--- src/rtl/rr_tenure_arbiter.sv ---
// rr_tenure_arbiter
//   Round-robin arbiter that shares one resource among N requesters. The
//   current owner keeps the grant while it requests, but once it has held
//   the grant for MAX_HOLD consecutive cycles and someone else is waiting,
//   the grant moves on to the next requester in round-robin order.
//
// Ports
//   clock    : rising-edge clock
//   reset    : asynchronous, active-high reset
//   req      : [N-1:0] request vector, bit i held high while requester i wants the resource
//   grant    : [N-1:0] registered one-hot grant, all-zero when idle
//   grant_id : [IDW-1:0] index of the current owner, 0 when idle
//   busy     : high whenever any grant bit is high
//   preempt  : one-cycle pulse in the first cycle after a tenure-expiry handover
module rr_tenure_arbiter #(
   parameter int N        = 4,
   parameter int MAX_HOLD = 8,
   parameter int IDW      = 2
) (
   input  logic           clock,
   input  logic           reset,
   input  logic [N-1:0]   req,
   output logic [N-1:0]   grant,
   output logic [IDW-1:0] grant_id,
   output logic           busy,
   output logic           preempt
);

   localparam int HCW = (MAX_HOLD > 1) ? $clog2(MAX_HOLD) : 1;
   localparam logic [HCW-1:0] HOLD_LAST = HCW'(MAX_HOLD - 1);
   localparam logic [HCW-1:0] HOLD_ONE  = HCW'(1);
   localparam logic [IDW-1:0] LAST_INIT = IDW'(N - 1);

   typedef enum logic [0:0] {
      IDLE  = 1'b0,
      GRANT = 1'b1
   } state_t;

   state_t           state_r,       state_n;
   logic [N-1:0]     grant_r,       grant_n;
   logic [IDW-1:0]   grant_id_r,    grant_id_n;
   logic [HCW-1:0]   hold_cnt_r,    hold_cnt_n;
   logic [IDW-1:0]   last_winner_r, last_winner_n;
   logic             busy_r,        busy_n;
   logic             preempt_r,     preempt_n;

   logic [N-1:0]     others_s;
   logic [IDW:0]     idle_pick_s;
   logic [IDW:0]     grant_pick_s;

   // Round-robin search: first set bit of cand starting at base+1 and wrapping.
   // Returns {found, index}. base itself is visited last, so when base is the
   // owner and its bit is masked out the owner is effectively excluded.
   function automatic logic [IDW:0] rr_pick(input logic [N-1:0]   cand,
                                             input logic [IDW-1:0] base);
      logic           found;
      logic           hit;
      logic [IDW-1:0] win;
      int             idx;
      found = 1'b0;
      win   = '0;
      for (int k = 1; k <= N; k++) begin
         idx   = (int'(base) + k >= N) ? (int'(base) + k - N) : (int'(base) + k);
         hit   = !found && cand[idx[IDW-1:0]];
         win   = hit ? idx[IDW-1:0] : win;
         found = found | hit;
      end
      return {found, win};
   endfunction

   // One-hot decode of an owner index.
   function automatic logic [N-1:0] onehot(input logic [IDW-1:0] id);
      logic [N-1:0] v;
      v     = '0;
      v[id] = 1'b1;
      return v;
   endfunction

   // Next-state and next-output computation for the IDLE/GRANT machine.
   always_comb begin
      state_n       = state_r;
      grant_n       = grant_r;
      grant_id_n    = grant_id_r;
      hold_cnt_n    = hold_cnt_r;
      last_winner_n = last_winner_r;
      preempt_n     = 1'b0;

      // In GRANT, grant_r is the owner's one-hot, so this masks the owner out.
      others_s     = req & ~grant_r;
      idle_pick_s  = rr_pick(req, last_winner_r);
      grant_pick_s = rr_pick(others_s, grant_id_r);

      case (state_r)
         IDLE: begin
            if (idle_pick_s[IDW]) begin
               state_n       = GRANT;
               grant_id_n    = idle_pick_s[IDW-1:0];
               grant_n       = onehot(idle_pick_s[IDW-1:0]);
               last_winner_n = idle_pick_s[IDW-1:0];
               hold_cnt_n    = '0;
            end else begin
               state_n = IDLE;
            end
         end
         GRANT: begin
            if (!req[grant_id_r]) begin
               // Voluntary release wins over expiry, so preempt stays low here.
               if (grant_pick_s[IDW]) begin
                  grant_id_n    = grant_pick_s[IDW-1:0];
                  grant_n       = onehot(grant_pick_s[IDW-1:0]);
                  last_winner_n = grant_pick_s[IDW-1:0];
                  hold_cnt_n    = '0;
               end else begin
                  state_n    = IDLE;
                  grant_n    = '0;
                  grant_id_n = '0;
                  hold_cnt_n = '0;
               end
            end else if (hold_cnt_r == HOLD_LAST) begin
               if (grant_pick_s[IDW]) begin
                  grant_id_n    = grant_pick_s[IDW-1:0];
                  grant_n       = onehot(grant_pick_s[IDW-1:0]);
                  last_winner_n = grant_pick_s[IDW-1:0];
                  hold_cnt_n    = '0;
                  preempt_n     = 1'b1;
               end else begin
                  // Nobody else waiting: renew the tenure instead of handing over.
                  hold_cnt_n = '0;
               end
            end else begin
               hold_cnt_n = hold_cnt_r + HOLD_ONE;
            end
         end
         default: begin
            state_n       = IDLE;
            grant_n       = '0;
            grant_id_n    = '0;
            hold_cnt_n    = '0;
            last_winner_n = LAST_INIT;
         end
      endcase

      busy_n = |grant_n;
   end

   // State and output registers with asynchronous reset.
   always_ff @(posedge clock or posedge reset) begin
      if (reset) begin
         state_r       <= IDLE;
         grant_r       <= '0;
         grant_id_r    <= '0;
         hold_cnt_r    <= '0;
         last_winner_r <= LAST_INIT;
         busy_r        <= 1'b0;
         preempt_r     <= 1'b0;
      end else begin
         state_r       <= state_n;
         grant_r       <= grant_n;
         grant_id_r    <= grant_id_n;
         hold_cnt_r    <= hold_cnt_n;
         last_winner_r <= last_winner_n;
         busy_r        <= busy_n;
         preempt_r     <= preempt_n;
      end
   end

   assign grant    = grant_r;
   assign grant_id = grant_id_r;
   assign busy     = busy_r;
   assign preempt  = preempt_r;

endmodule

--- config.mk ---
export PLATFORM = sky130hd
export DESIGN_NAME = rr_tenure_arbiter
export DESIGN_NICKNAME = d
export VERILOG_FILES = /design/src/rtl/rr_tenure_arbiter.sv
export SDC_FILE = /design/constraint.sdc
export NUM_CORES = 1
export LEC_CHECK = 0
export ABC_AREA = 1
export BUFFER_PORTS_ARGS = -buffer_cell sky130_fd_sc_hd__buf_2
export CORE_MARGIN = 2
export CORE_UTILIZATION = 58
export DETAILED_ROUTE_END_ITERATION = 10
export HOLD_SLACK_MARGIN = 0.1
export PLACE_DENSITY = 0.79
export RECOVER_POWER = 100
export SLEW_MARGIN = 0
export SYNTH_ARGS = -nofsm -noshare
export SYNTH_HDL_FRONTEND = slang
export SYNTH_SLANG_ARGS = --single-unit
--- constraint.sdc ---
create_clock -name clock -period 2 [get_ports clock]
set_input_delay 0.2 -clock clock [delete_from_list [all_inputs] [get_ports clock]]
set_output_delay 0.2 -clock clock [all_outputs]
set_load 0.01 [all_outputs]
==> results.yml, run 1 <==
status:
  outcome: "finished, violations left"
  violations: "setup timing"
worst_setup_path:
  crit_path_cell_trace: "inv_4, nand2_2, nand2_2, nand2_2, nand2_2, nor2_4, nand2_2, nor2_4, nand2_1, nand2_2, nor2_1, nor2_2, nand2_2, nor2_2, nand2_1"
  critical_path.max_fanout: 8
  cp.required_ns: 2.20
  criticalPathCategory: "register to register"
  r2r_cells: 15
  start_kind: "register"
  r2r-start: "last_winner_r[0]"
  r2r_slack_ns: -0.03
  cpMaxStageDelayCell: "dfstp_2"
  worstPathArrival_ns: 2.23
  timing.rr.end: "busy"
  critical-path-max-stage-delay_ns: 0.61
  cpMostUsedCell: "nand2_2"
  end_kind: "register"
grt:
  grt_pass1_wl_mm: 5.64
  grt_pass1_vias: 1346
  grt_start_max_net_pins: 15
  grt_overflow_total: 0
  grt_usage_pct: 27.4
  antenna_found_initial: 0
synthesis:
  ys_seq_area_share_pct: 25.9
  synth-seq-cells: 14
  synthesis.nets: 227
  netlist_area_sq_mm: 0.00136
  synth.distinct_cells: 22
  syn_avg_cell_area_sq_um: 6.23
  syn-instance-count: 219
  yosysWarnings: 0
route:
  drc: 0
  viasPerCell: 5.44
  drt-wirelength-per-cell_um: 12.7
  wl_mm: 3.43
  ant_nets: 0
  dr.first_iter.drc_count: 53
  vias: 1475
  firstDrtPassIters: 4
sta:
  hold_viol_final: 0
  finalSetupViolations: 1
  setup_slack_ns: -0.0348
  min_period_ns: 2.03
  drv_slew: 0
  fin_setup_tns_ns: -0.0348
  fin_crit_sh_pct: 102
  finalClockSkew_ns: 0.0113
  fmaxAchievable_ghz: 0.491
  tightest_slew_ns: 0.532
  hold_ws_ns: 0.473
  rsz0062_at_grt: "true"
  slew_headroom_pct: 64.5
finish:
  fin_nets: 252
  area_delta_synth_final_pct: 17.2
  layout-drive-gt1-share_pct: 32.5
  layout_common_cells: "nand2_1, nand3_1, nand2_2"
  antennaDiodeCount: 0
  fin_util_pct: 72.3
  stdcell_count: 271
  final_common_cell: "nand2_1"
flow_run:
  maxCapViolCount: 0
pwr:
  peakVddDrop_v: 0.00129
  net-switching-power_mw: 1.82
  seqPwrFrac_pct: 17.3
  clock_power_share_pct: 6.6
  pwr-share-comb_pct: 76.1
  leakage_nw: 0.879
  power_density_mw_per_mm2: 2010
  p_int_mw: 1.39
  switching_share_pct: 56.8
min_path:
  hold_class: "input pin to async pin"
floorplan:
  chipHeight_um: 52.5
  fp.coreArea_sq_mm: 0.00221
  initial_core_util_pct: 61.7
  die_w_um: 52.5
  rows: 17
  io_pins: 14
  die_area_sq_mm: 0.00276
cts:
  cts_tree: "yes"
  cts_buffer_depth: 2
  path_clk_slew_ns: 0.09
  htree_levels: 1
  clk_latency_ns: 0.30
  cts_root_buffer: "clkbuf_4"
  cts_buffers: 3
  cts_sinks: 14
placed_design:
  gp_congestion: 0.859
  numPortBuffers: 13
  hpwl_mm: 2.63
  dp.cells: 261
-- power by group through the flow --
| stage | Sequential [mW] | Clock [mW] | Combinational, mW |
|---|---|---|---|
| 2_1_floorplan | 0.542 | 0 | 1.75 |
| 3_3_place_gp | 0.553 | 0 | 2.11 |
| 3_5_place_dp | 0.562 | 0 | 2.18 |
| 4_1_cts | 0.557 | 0.211 | 2.19 |
| 5_1_grt | 0.565 | 0.220 | 2.75 |
| 6_report | 0.554 | 0.211 | 2.44 |
-- critical path, delay by kind of cell, from the launching register on --
family	cells	cell delay, ns
flip-flops	1	0.61
AND/OR/NAND/NOR	14	1.25
buffers and inverters	1	0.08
-- stage by stage --
stage	power [mW]	instance area [sq um]	setup WS [ns]
2_1_floorplan	2.29	1360	0.216
3_3_place_gp	2.66	1460	0.0747
3_5_place_dp	2.74	1460	0.0384
4_1_cts	2.96	1510	0.0173
5_1_grt	3.53	1600	-0.187
6_report	3.21	1600	-0.0348
-- synthesized netlist by cell type --
library cell  number  area (sq um)
a21oi_1            3          15.0
inv_2              6          22.5
inv_4              1          6.26
nor2_1            22          82.6
nor3_2             1          10.0
nand4_2            1          12.5
buf_6              2          22.5
a22o_1             2          17.5
nor2_2             6          37.5
nand3_1           26           130
nand2_2           18           113
inv_1             19          71.3
o21ai_0            8          40.0
nand2_1           74           278
nor2_4             1          11.3
nand4_1            3          18.8
ha_1               2          25.0
dfrtp_1           12           300
o21ai_1            1          5.00
dfstp_2            2          52.6
nand3_2            7          70.1
nand2_4            2          22.5
-- routing by layer --
metal | up-vias | wire, um | global-route usage, %
met2 | 42 | 1730 | 47.5
li1 | 741 | - | -
met3 | 7 | 148 | 2.86
met1 | 685 | 1490 | 34.5
met5 | - | 0 | 0
met4 | 0 | 63 | 11.1
-- cell families after synthesis --
group,synth area share (%)
adder cells (fa/ha/maj),1.83
AND/OR/NAND/NOR,57.6
AO/OA/AOI/OAI,5.69
flip-flops,25.9
buffers and inverters,8.99
-- sequential cells by signal, indices dropped and copies added, names as in the netlist --
signal and flops:
grant 4, hold_cnt_r 3, grant_id 2, last_winner_r 2, busy 1, preempt 1
state_r 1
-- worst max path at each step --
stage | startpoint | cells past startpoint | end
after floorplan | last_winner_r[0] | 16 | busy
after global placement | last_winner_r[0] | 15 | busy
after detailed placement | last_winner_r[0] | 15 | busy
after CTS | last_winner_r[0] | 15 | busy
after global routing | last_winner_r[0] | 15 | busy
final | last_winner_r[0] | 15 | busy
-- layout make-up --
type	instances	area, sq um
Timing Repair Buffer	22	131
Fill cell	183	613
Multi-Input combinational cell	177	936
Tap cell	28	35.0
Sequential cell	14	355
Inverter	26	105
Clock buffer	4	36.3
-- repair_timing --
| action | 4_1_cts | 5_1_grt |
|---|---|---|
| resized for setup | 0 | 26 |
| setup buffers | 0 | 5 |
| hold endpoints to repair | 12 | 0 |
| endpoints found under the setup margin | 0 | 9 |
| hold buffers | 1 | 0 |
Power figures use the tool's default switching activity.
==> run 2: changes to the inputs <==
- SKIP_LAST_GASP: unset -> 1
==> run 2 against run 1 <==
The run still ends with setup timing left. First-iteration DRC count fell by 9.4%. Wire length fell by 0.52%. Total power fell by 0.35%. Cell count did not move. Non-clock buffer count did not move. Via count rose by 0.75%. Sequential share of layout area did not move. Critical path depth did not move. Sequential power barely moved. Largest cell class unchanged. Highest routed layer unchanged.
==> results.yml, run 2 (same netlist as run 1, synthesis figures left out) <==
sta:
  tightest_slew_ns: 0.531
  min_period_ns: 2.03
  rsz0062_at_grt: "true"
  hold_viol_final: 0
  fin_crit_sh_pct: 102
  setup_slack_ns: -0.0331
  fmaxAchievable_ghz: 0.492
  finalSetupViolations: 1
  slew_headroom_pct: 64.5
  finalClockSkew_ns: 0.00710
  drv_slew: 0
route:
  firstDrtPassIters: 4
  wl_mm: 3.42
  drc: 0
  dr.first_iter.drc_count: 48
  viasPerCell: 5.48
  vias: 1486
  ant_nets: 0
  drt-wirelength-per-cell_um: 12.6
cts:
  cts_buffers: 3
  htree_levels: 1
  cts_root_buffer: "clkbuf_4"
  cts_tree: "yes"
  cts_sinks: 14
  path_clk_slew_ns: 0.09
  clk_latency_ns: 0.29
  cts_buffer_depth: 2
floorplan:
  initial_core_util_pct: 61.7
  die_w_um: 52.5
  fp.coreArea_sq_mm: 0.00221
  die_area_sq_mm: 0.00276
  rows: 17
  chipHeight_um: 52.5
  io_pins: 14
worst_setup_path:
  cp.required_ns: 2.19
  end_kind: "register"
  r2r_slack_ns: -0.03
  critical_path.max_fanout: 8
  criticalPathCategory: "register to register"
  start_kind: "register"
  worstPathArrival_ns: 2.23
grt:
  antenna_found_initial: 0
  grt_pass1_wl_mm: 5.64
  grt_overflow_total: 0
  grt_pass1_vias: 1346
  grt_start_max_net_pins: 15
  grt_usage_pct: 27.4
pwr:
  leakage_nw: 0.879
  finalPower_mw: 3.20
  peakVddDrop_v: 0.00128
  power_density_mw_per_mm2: 2000
status:
  violations: "setup timing"
  outcome: "finished, violations left"
finish:
  fin_util_pct: 72.3
  fin_nets: 252
  layout-drive-gt1-share_pct: 32.1
  antennaDiodeCount: 0
  stdcell_count: 271
  multiInputGateArea_sq_um: 936
  layout_common_cells: "nand2_1, nand3_1, nand2_2"
  regArea_sq_um: 355
  area_delta_synth_final_pct: 17.2
  largest_reg_flops: 4
  final_common_cell: "nand2_1"
  n_fill_cell: 183
placed_design:
  gp_congestion: 0.859
  numPortBuffers: 13
  dp.cells: 261
  place_ws_ns: 0.0384
  hpwl_mm: 2.63
flow_run:
  maxCapViolCount: 0
min_path:
  hold_class: "input pin to async pin"
[run 2: cell counts in the layout (fill, tap and decap cells not counted)]
No cell type changed its count.
[run 2: stage by stage]
stage | hold WS (ns) | area (sq um) | TNS [ns]
global route | 0.531 | 1600 | -0.601
CTS | 0.504 | 1510 | 0
floorplan | 0.0878 | 1360 | 0
detailed placement | 0.267 | 1460 | 0
global placement | 0.257 | 1460 | 0
finish | 0.479 | 1600 | -0.0331
[run 2: cell type report]
type / instances / share of cell area (%)
clock buffer: 4 / 2.27
inverter: 26 / 6.57
multi-input combinational: 177 / 58.5
sequential: 14 / 22.2
tap: 28 / 2.19
timing repair buffer: 22 / 8.22
[run 2: path summary, 6_finish.rpt]
kind,from,end,cells after the start
worst max-delay path,last_winner_r[0],busy,15
worst min-delay path,reset,grant_id[0],3
worst max register to register,last_winner_r[0],busy,15
worst min register to register,hold_cnt_r[0],hold_cnt_r[0],1
max in group asynchronous,reset,grant_id[1],3
min in group clock,hold_cnt_r[0],hold_cnt_r[0],1
[run 2: worst max-delay path: stages (launching register included)]
cell and delay (ns):
dfstp_2 0.61, inv_4 0.08, nand2_2 0.07, nand2_2 0.08, nand2_2 0.09, nand2_2 0.07
nor2_4 0.15, nand2_2 0.09, nor2_4 0.12, nand2_1 0.07, nand2_2 0.12, nor2_1 0.09
nor2_2 0.09, nand2_2 0.07, nor2_2 0.09, nand2_1 0.05
[run 2: per-layer routing]
metal	up-vias	global-route usage, %	wire length [um]
li1	741	-	-
met1	692	34.5	1470
met2	46	47.5	1730
met3	7	2.86	154
met4	0	11.1	63
met5	-	0	0
[run 2: where the power goes]
group / internal (mW) / leakage (nW) / switching, mW
clock network: 0.111 / 0.0210 / 0.0960
registers: 0.429 / 0.167 / 0.126
logic: 0.844 / 0.692 / 1.59
[run 2: timing repair]
action                     in CTS  in global routing
hold buffers                    1                  0
gates resized for setup         0                 25
hold endpoints to repair       12                  0
setup buffers                   0                  5
setup endpoints to repair       0                  9
